File: config.mk
export PLATFORM = sky130hd
export DESIGN_NAME = switch_debouncer
export DESIGN_NICKNAME = d
export VERILOG_FILES = /design/src/rtl/switch_debouncer.sv
export SDC_FILE = /design/constraint.sdc
export NUM_CORES = 1
export LEC_CHECK = 0
export BUFFER_PORTS_ARGS = -buffer_cell sky130_fd_sc_hd__buf_2
export CAP_MARGIN = 20
export CORE_MARGIN = 4
export CORE_UTILIZATION = 49
export DETAILED_ROUTE_END_ITERATION = 7
export PLACE_DENSITY = 0.69
export SYNTH_ARGS = -nofsm -noshare
export SYNTH_HDL_FRONTEND = slang
export SYNTH_SLANG_ARGS = --single-unit
File: constraint.sdc
create_clock -name clk_i -period 2.95 [get_ports clk_i]
set_input_delay 0.59 -clock clk_i [delete_from_list [all_inputs] [get_ports clk_i]]
set_output_delay 0.59 -clock clk_i [all_outputs]
set_load 0.005 [all_outputs]
File: src/rtl/switch_debouncer.sv
// Switch conditioning: per-channel synchroniser and stability-counter debouncer with
// registered press/release pulses and a record of the most recent press.
module switch_debouncer #(
    parameter int unsigned NUM_INPUTS      = 16,
    parameter int unsigned DEBOUNCE_CYCLES = 20,
    parameter int unsigned SYNC_STAGES     = 2,
    localparam int unsigned IdxW = (NUM_INPUTS > 1) ? $clog2(NUM_INPUTS) : 1,
    localparam int unsigned CntW = $clog2(DEBOUNCE_CYCLES + 1)
) (
    input  logic                  clk_i,
    input  logic                  rst_ni,
    input  logic [NUM_INPUTS-1:0] raw_i,
    output logic [NUM_INPUTS-1:0] level_o,
    output logic [NUM_INPUTS-1:0] press_o,
    output logic [NUM_INPUTS-1:0] release_o,
    output logic                  any_press_o,
    output logic [IdxW-1:0]       last_idx_o,
    output logic                  last_valid_o
);

    localparam logic [CntW-1:0] CntMax = CntW'(DEBOUNCE_CYCLES - 1);

    logic [NUM_INPUTS-1:0] sync_q [SYNC_STAGES];
    logic [NUM_INPUTS-1:0] synced;
    logic [CntW-1:0]       cnt_q  [NUM_INPUTS];
    logic [CntW-1:0]       cnt_d  [NUM_INPUTS];
    logic [NUM_INPUTS-1:0] level_q, level_d;
    logic [NUM_INPUTS-1:0] press_q, press_d;
    logic [NUM_INPUTS-1:0] release_q, release_d;
    logic                  any_press_q;
    logic [IdxW-1:0]       last_idx_q, last_idx_d;
    logic                  last_valid_q;

    assign synced = sync_q[SYNC_STAGES-1];

    always_ff @(posedge clk_i) begin
        if (!rst_ni) begin
            for (int s = 0; s < SYNC_STAGES; s++) begin
                sync_q[s] <= '0;
            end
        end else begin
            sync_q[0] <= raw_i;
            for (int s = 1; s < SYNC_STAGES; s++) begin
                sync_q[s] <= sync_q[s-1];
            end
        end
    end

    // Any sample that agrees with the current level restarts the count.
    always_comb begin
        level_d   = level_q;
        press_d   = '0;
        release_d = '0;
        for (int i = 0; i < NUM_INPUTS; i++) begin
            cnt_d[i] = '0;
            if (synced[i] != level_q[i]) begin
                if (cnt_q[i] == CntMax) begin
                    level_d[i]   = synced[i];
                    press_d[i]   = synced[i];
                    release_d[i] = ~synced[i];
                end else begin
                    cnt_d[i] = cnt_q[i] + CntW'(1);
                end
            end
        end
    end

    // Descending scan so the lowest pressed index wins.
    always_comb begin
        last_idx_d = last_idx_q;
        for (int i = NUM_INPUTS - 1; i >= 0; i--) begin
            if (press_q[i]) begin
                last_idx_d = IdxW'(i);
            end
        end
    end

    always_ff @(posedge clk_i) begin
        if (!rst_ni) begin
            for (int i = 0; i < NUM_INPUTS; i++) begin
                cnt_q[i] <= '0;
            end
            level_q      <= '0;
            press_q      <= '0;
            release_q    <= '0;
            any_press_q  <= 1'b0;
            last_idx_q   <= '0;
            last_valid_q <= 1'b0;
        end else begin
            for (int i = 0; i < NUM_INPUTS; i++) begin
                cnt_q[i] <= cnt_d[i];
            end
            level_q      <= level_d;
            press_q      <= press_d;
            release_q    <= release_d;
            any_press_q  <= |press_d;
            last_idx_q   <= last_idx_d;
            last_valid_q <= last_valid_q | (|press_q);
        end
    end

    assign level_o      = level_q;
    assign press_o      = press_q;
    assign release_o    = release_q;
    assign any_press_o  = any_press_q;
    assign last_idx_o   = last_idx_q;
    assign last_valid_o = last_valid_q;

endmodule

# Word level (Yosys, flattened, before mapping)
# Memories as Yosys holds them, arrays and structs flattened.
# Cells that the tools add are included.
# op_classes
add_sub_neg	16
n_mul	0
div	0
order_cmp	0
eq_ne	32
shifts	0
n_mux	99
bitwise_logic	36
n_reduce_logical	42
# ops
operator	n
5-bit two-way mux	48
5-bit by 1-bit adder with 5-bit output (second input constant)	16
5-bit equality test (second input constant)	16
3-bit AND reduction	16
1-bit two-way mux	35
16-bit two-way mux	2
4-bit two-way mux	8
2-bit AND reduction	16
16-bit OR reduction	2
1-bit OR	19
1-bit inverter	17
1-bit inequality test	16
15-bit nonzero test	1
14-bit nonzero test	1
3-bit two-way mux	4
12-bit nonzero test	1
9-bit OR reduction	1
8-bit nonzero test	1
5-bit OR reduction	1
2-bit two-way mux	2
3-bit OR reduction	1
2-bit OR reduction	1
# totals
reg_bits	54
latchBits	0
ram_bits	112
romBits	0
input_bits	18
out_inout_bits	54
wordCells	266
memories	2
# memory_table
name	words	word_bits	read_ports	rd_ports_with_merged_regs	write_ports	line_no	source
cnt_q	16	5	16	0	16	25	logic [CntW-1:0] cnt_q [NUM_INPUTS];
sync_q	2	16	2	0	2	23	logic [NUM_INPUTS-1:0] sync_q [SYNC_STAGES];

# Logic depth before layout (Yosys ltp)
# logic_depth
word_depth	15
ltp_mapped	6
depth_no_buf	6

# Worst setup path before layout
# Ideal clock, no wire load.
# synth_path
path_type	in2reg
startpoint	input rst_ni
endpoint	register last_idx_q[2], in the netlist last_idx_o[2]
setup_time_ns	0.070
t_arrival_ns	1.429
required_time_ns	2.880
setup_slack_ns	1.451
cell_stages	5
n_path_buf	1
path_cell_list	buf_4 > inv_2 > or3_1 > nor3_2 > a21boi_1
# synth_via
elab_chain_len	2
# synth_rtl
item	line_no	source
start, declared	11	input logic rst_ni,
1-bit inverter (no source line)	--	
5-bit OR reduction (no source line)	--	
end signal, assigned	97	last_idx_q <= last_idx_d;
end, declared	31	logic [IdxW-1:0] last_idx_q, last_idx_d;
# No other way between the ends.
# A chain may end at the register's enable or synchronous reset.

==> results.md <==
* Most common library cell in the layout ignoring fill and taps: dfxtp_1
* I/O pin count at just over 70
* Post-CTS setup buffers at 0
* Global Route Usage Sum at 0.170
* CP peak stage delay at 370 ps
* Final Cycle Share at 0.578
* Number of antenna diodes at 0
* Max Cap Viol at 0
* DIE AREA at 0.0141 mm²
* Post-route ant nets at 0
* Top FF cell, synth: dfxtp_1
* Hold path endpoint: sync_q[0][0]
* Max-slew violations at 0
* Initial drt markers at 158
* CTS root buf: clkbuf_16
* Worst r2r src: cnt_q[0][0]
* Peak VDD IR at 0.390 mV
* Power per cell area at roughly 650 mW/mm²
* Tot Pwr at 4.69 mW
* Cells on worst reg2reg path at 6
* CTS resizes at 0
* Kind of end point of the critical path: register
* Number of global-route vias before repair at 4243
* Top cells by area, synth: dfxtp_1 (55%), nor2_1 (7.1%), xor2_1 (6.1%)
* Effective utilization at floorplan at 0.501
* Design area at slightly above 0.007 mm²
* Hold depth at 2
* Commonest cells after routing, fill and taps aside: dfxtp_1 (166), nor2_1 (114), buf_2 (71)
* Hold_sp: raw_i[0]
* Synth area leader: dfxtp_1
* Mapped Nets at between 600 and 700
* Seq/Total Area, Yosys at 0.552
* Peak Freq at about 0.6 GHz
* Post-synth ARST share at 0
* Hold_ws at ~370 ps
* Total wire length at around 11000 µm
* Reg-to-Reg End: any_press_o
* CP max FO at 4
* Core area at 0.0120 mm²
* Chip height at 119 µm
* Hold_buf cts at 0
* FF+latch count, synth at 166
* Ratio of cells with drive above 1 in the final layout at 0.168
* Hold Crit Class: primary input to register
* TritonCTS clock tree: done
* Cell area after synthesis at 0.00602 mm²
* Setup TNS at 0 ps
* Synth top area share at 0.552
* R2r setup slk at 1240 ps
* Max_slew headroom at 0.621
* Post-Synthesis Cells at 600
* Syn Area/Cell at 10.0 µm²
* RSZ-0062 raised after global routing: false
* Crit-path cells: ha_1 -> and4bb_1 -> nand3b_1 -> nand4_1 -> a2111oi_2 -> a31oi_1
* Clock period minus worst slack at between 1500 and 2000 ps
* Largest net degree at the start of global routing at between 60 and 70
* Outcome: finished clean
* Width of the die at around 120 µm
* H-tree Lvls at 4
* PortBufs at 71
* Post-DP HPWL at 8090 µm
* Synth cell types at 48
* Final setup vio count at 0
* Worst-Margin Slew at 568 ps
* Setup Skew at 7.70 ps
* DR vias/cell at 4.99
* CP Class: register to register
* Pre-antenna DRT Iters at 4
* # clock sinks at roughly 170
* Clk slew on worst S/H paths at 60 ps
* Worst-Skew Late Latency at between 400 and 500 ps
* Antenna violations before repair at 0
* Routability congestion estimate at a little under 0.8
* Placed Area at 0.00653 mm²
* Crit path max-delay cell type: a2111oi_2
* Final nets at 716
* CP arrival at 1980 ps
* Synthesis Warnings at 0
* Layout Area Growth over Synthesis at 18.9%
* Final-report hold violation count at 0
* Site Rows at 40
* Global route total overflow at 0
* DR DRC count at 0
* Max clock buf depth at 2
* CP startpoint kind: register
* Critical Path RT at 3230 ps
* Total number of vias at 4205
* Total CTS buffers at 17
* Post-synth EDFFs at 0
* First-pass GRT wire length at approximately 19000 µm
* WL/cell at 13.5 µm
* P_leak at slightly below 3 nW
==> critical path, delay by kind of cell (launching register included) <==
kind,cells,cell delay (ps)
AOI/OAI and AO/OA,2,490
adders and majority gates,1,230
DFF,1,330
and+or+nand+nor,3,520
==> metal layers <==
metal,GRT usage,wire length [µm],vias up
li1,-,-,2157
met1,0.189,4920,1946
met4,0.0818,318,0
met2,0.295,5570,79
met3,0.0541,529,23
met5,0,0,-
==> power by group <==
part           internal, mW  total [mW]  switching (mW)
logic                0.0323      0.0738          0.0415
clock network          1.46        2.33           0.869
registers              2.27        2.29          0.0175
total                  3.76        4.69           0.928
==> cells by family after synthesis <==
group	after synthesis	share of synthesized area
buf+inv	29	0.0191
xor+xnor	64	0.0931
fa+ha+maj	16	0.0332
compound gates	17	0.0204
mux	14	0.0233
simple gates	294	0.259
flops	166	0.552
==> sequential cells by signal (all words and copies together) (netlist names) <==
| register | count |
|---|---|
| any_press_o | 1 |
| cnt_q | 80 |
| last_idx_o | 4 |
| last_valid_o | 1 |
| level_o | 16 |
| press_o | 16 |
| release_o | 16 |
| sync_q | 32 |
==> metrics by stage <==
stage / instances / worst slack (ps) / utilization
floorplan: 600 / 1450 / -
global placement: 810 / 1160 / 0.544
detailed placement: 810 / 1160 / 0.544
CTS: 842 / 1200 / 0.596
global route: 842 / 1120 / 0.596
finish: 842 / 1240 / 0.596
==> synthesized netlist by cell type (2+ instances only) <==
cell type,count
inv_1,19
nand3b_1,3
nor3_1,8
nand2_1,20
buf_2,2
nor4_2,2
xor2_1,42
o21ai_1,2
and4bb_4,3
nand4bb_1,3
a21oi_1,5
nor2b_1,2
nand4_1,2
and3_1,2
ha_1,16
mux2i_1,14
nor2_1,114
nor3_2,2
nand2b_1,7
nor4_1,2
nand3_1,50
nor3b_1,20
clkbuf_1,6
xnor2_1,22
dfxtp_1,166
and2_1,37
or3_1,8
==> area by class of cell <==
cell class	count	area, µm²
clock buffer	20	457
clock inverter	12	176
fill	1043	4850
inverter	20	75.1
multi-input combinational	405	2580
sequential	166	3320
tap	147	184
timing repair buffer	72	363
==> worst max path at each step <==
stage          cells past startpoint         from             to
2_1_floorplan                      5       rst_ni  last_idx_o[2]
3_3_place_gp                       4       rst_ni  release_o[14]
3_5_place_dp                       5       rst_ni  last_idx_o[2]
4_1_cts                            6  cnt_q[0][0]    any_press_o
5_1_grt                            6  cnt_q[0][0]    any_press_o
6_report                           6  cnt_q[0][0]    any_press_o
Note: power is estimated with default switching activity, not from simulation.
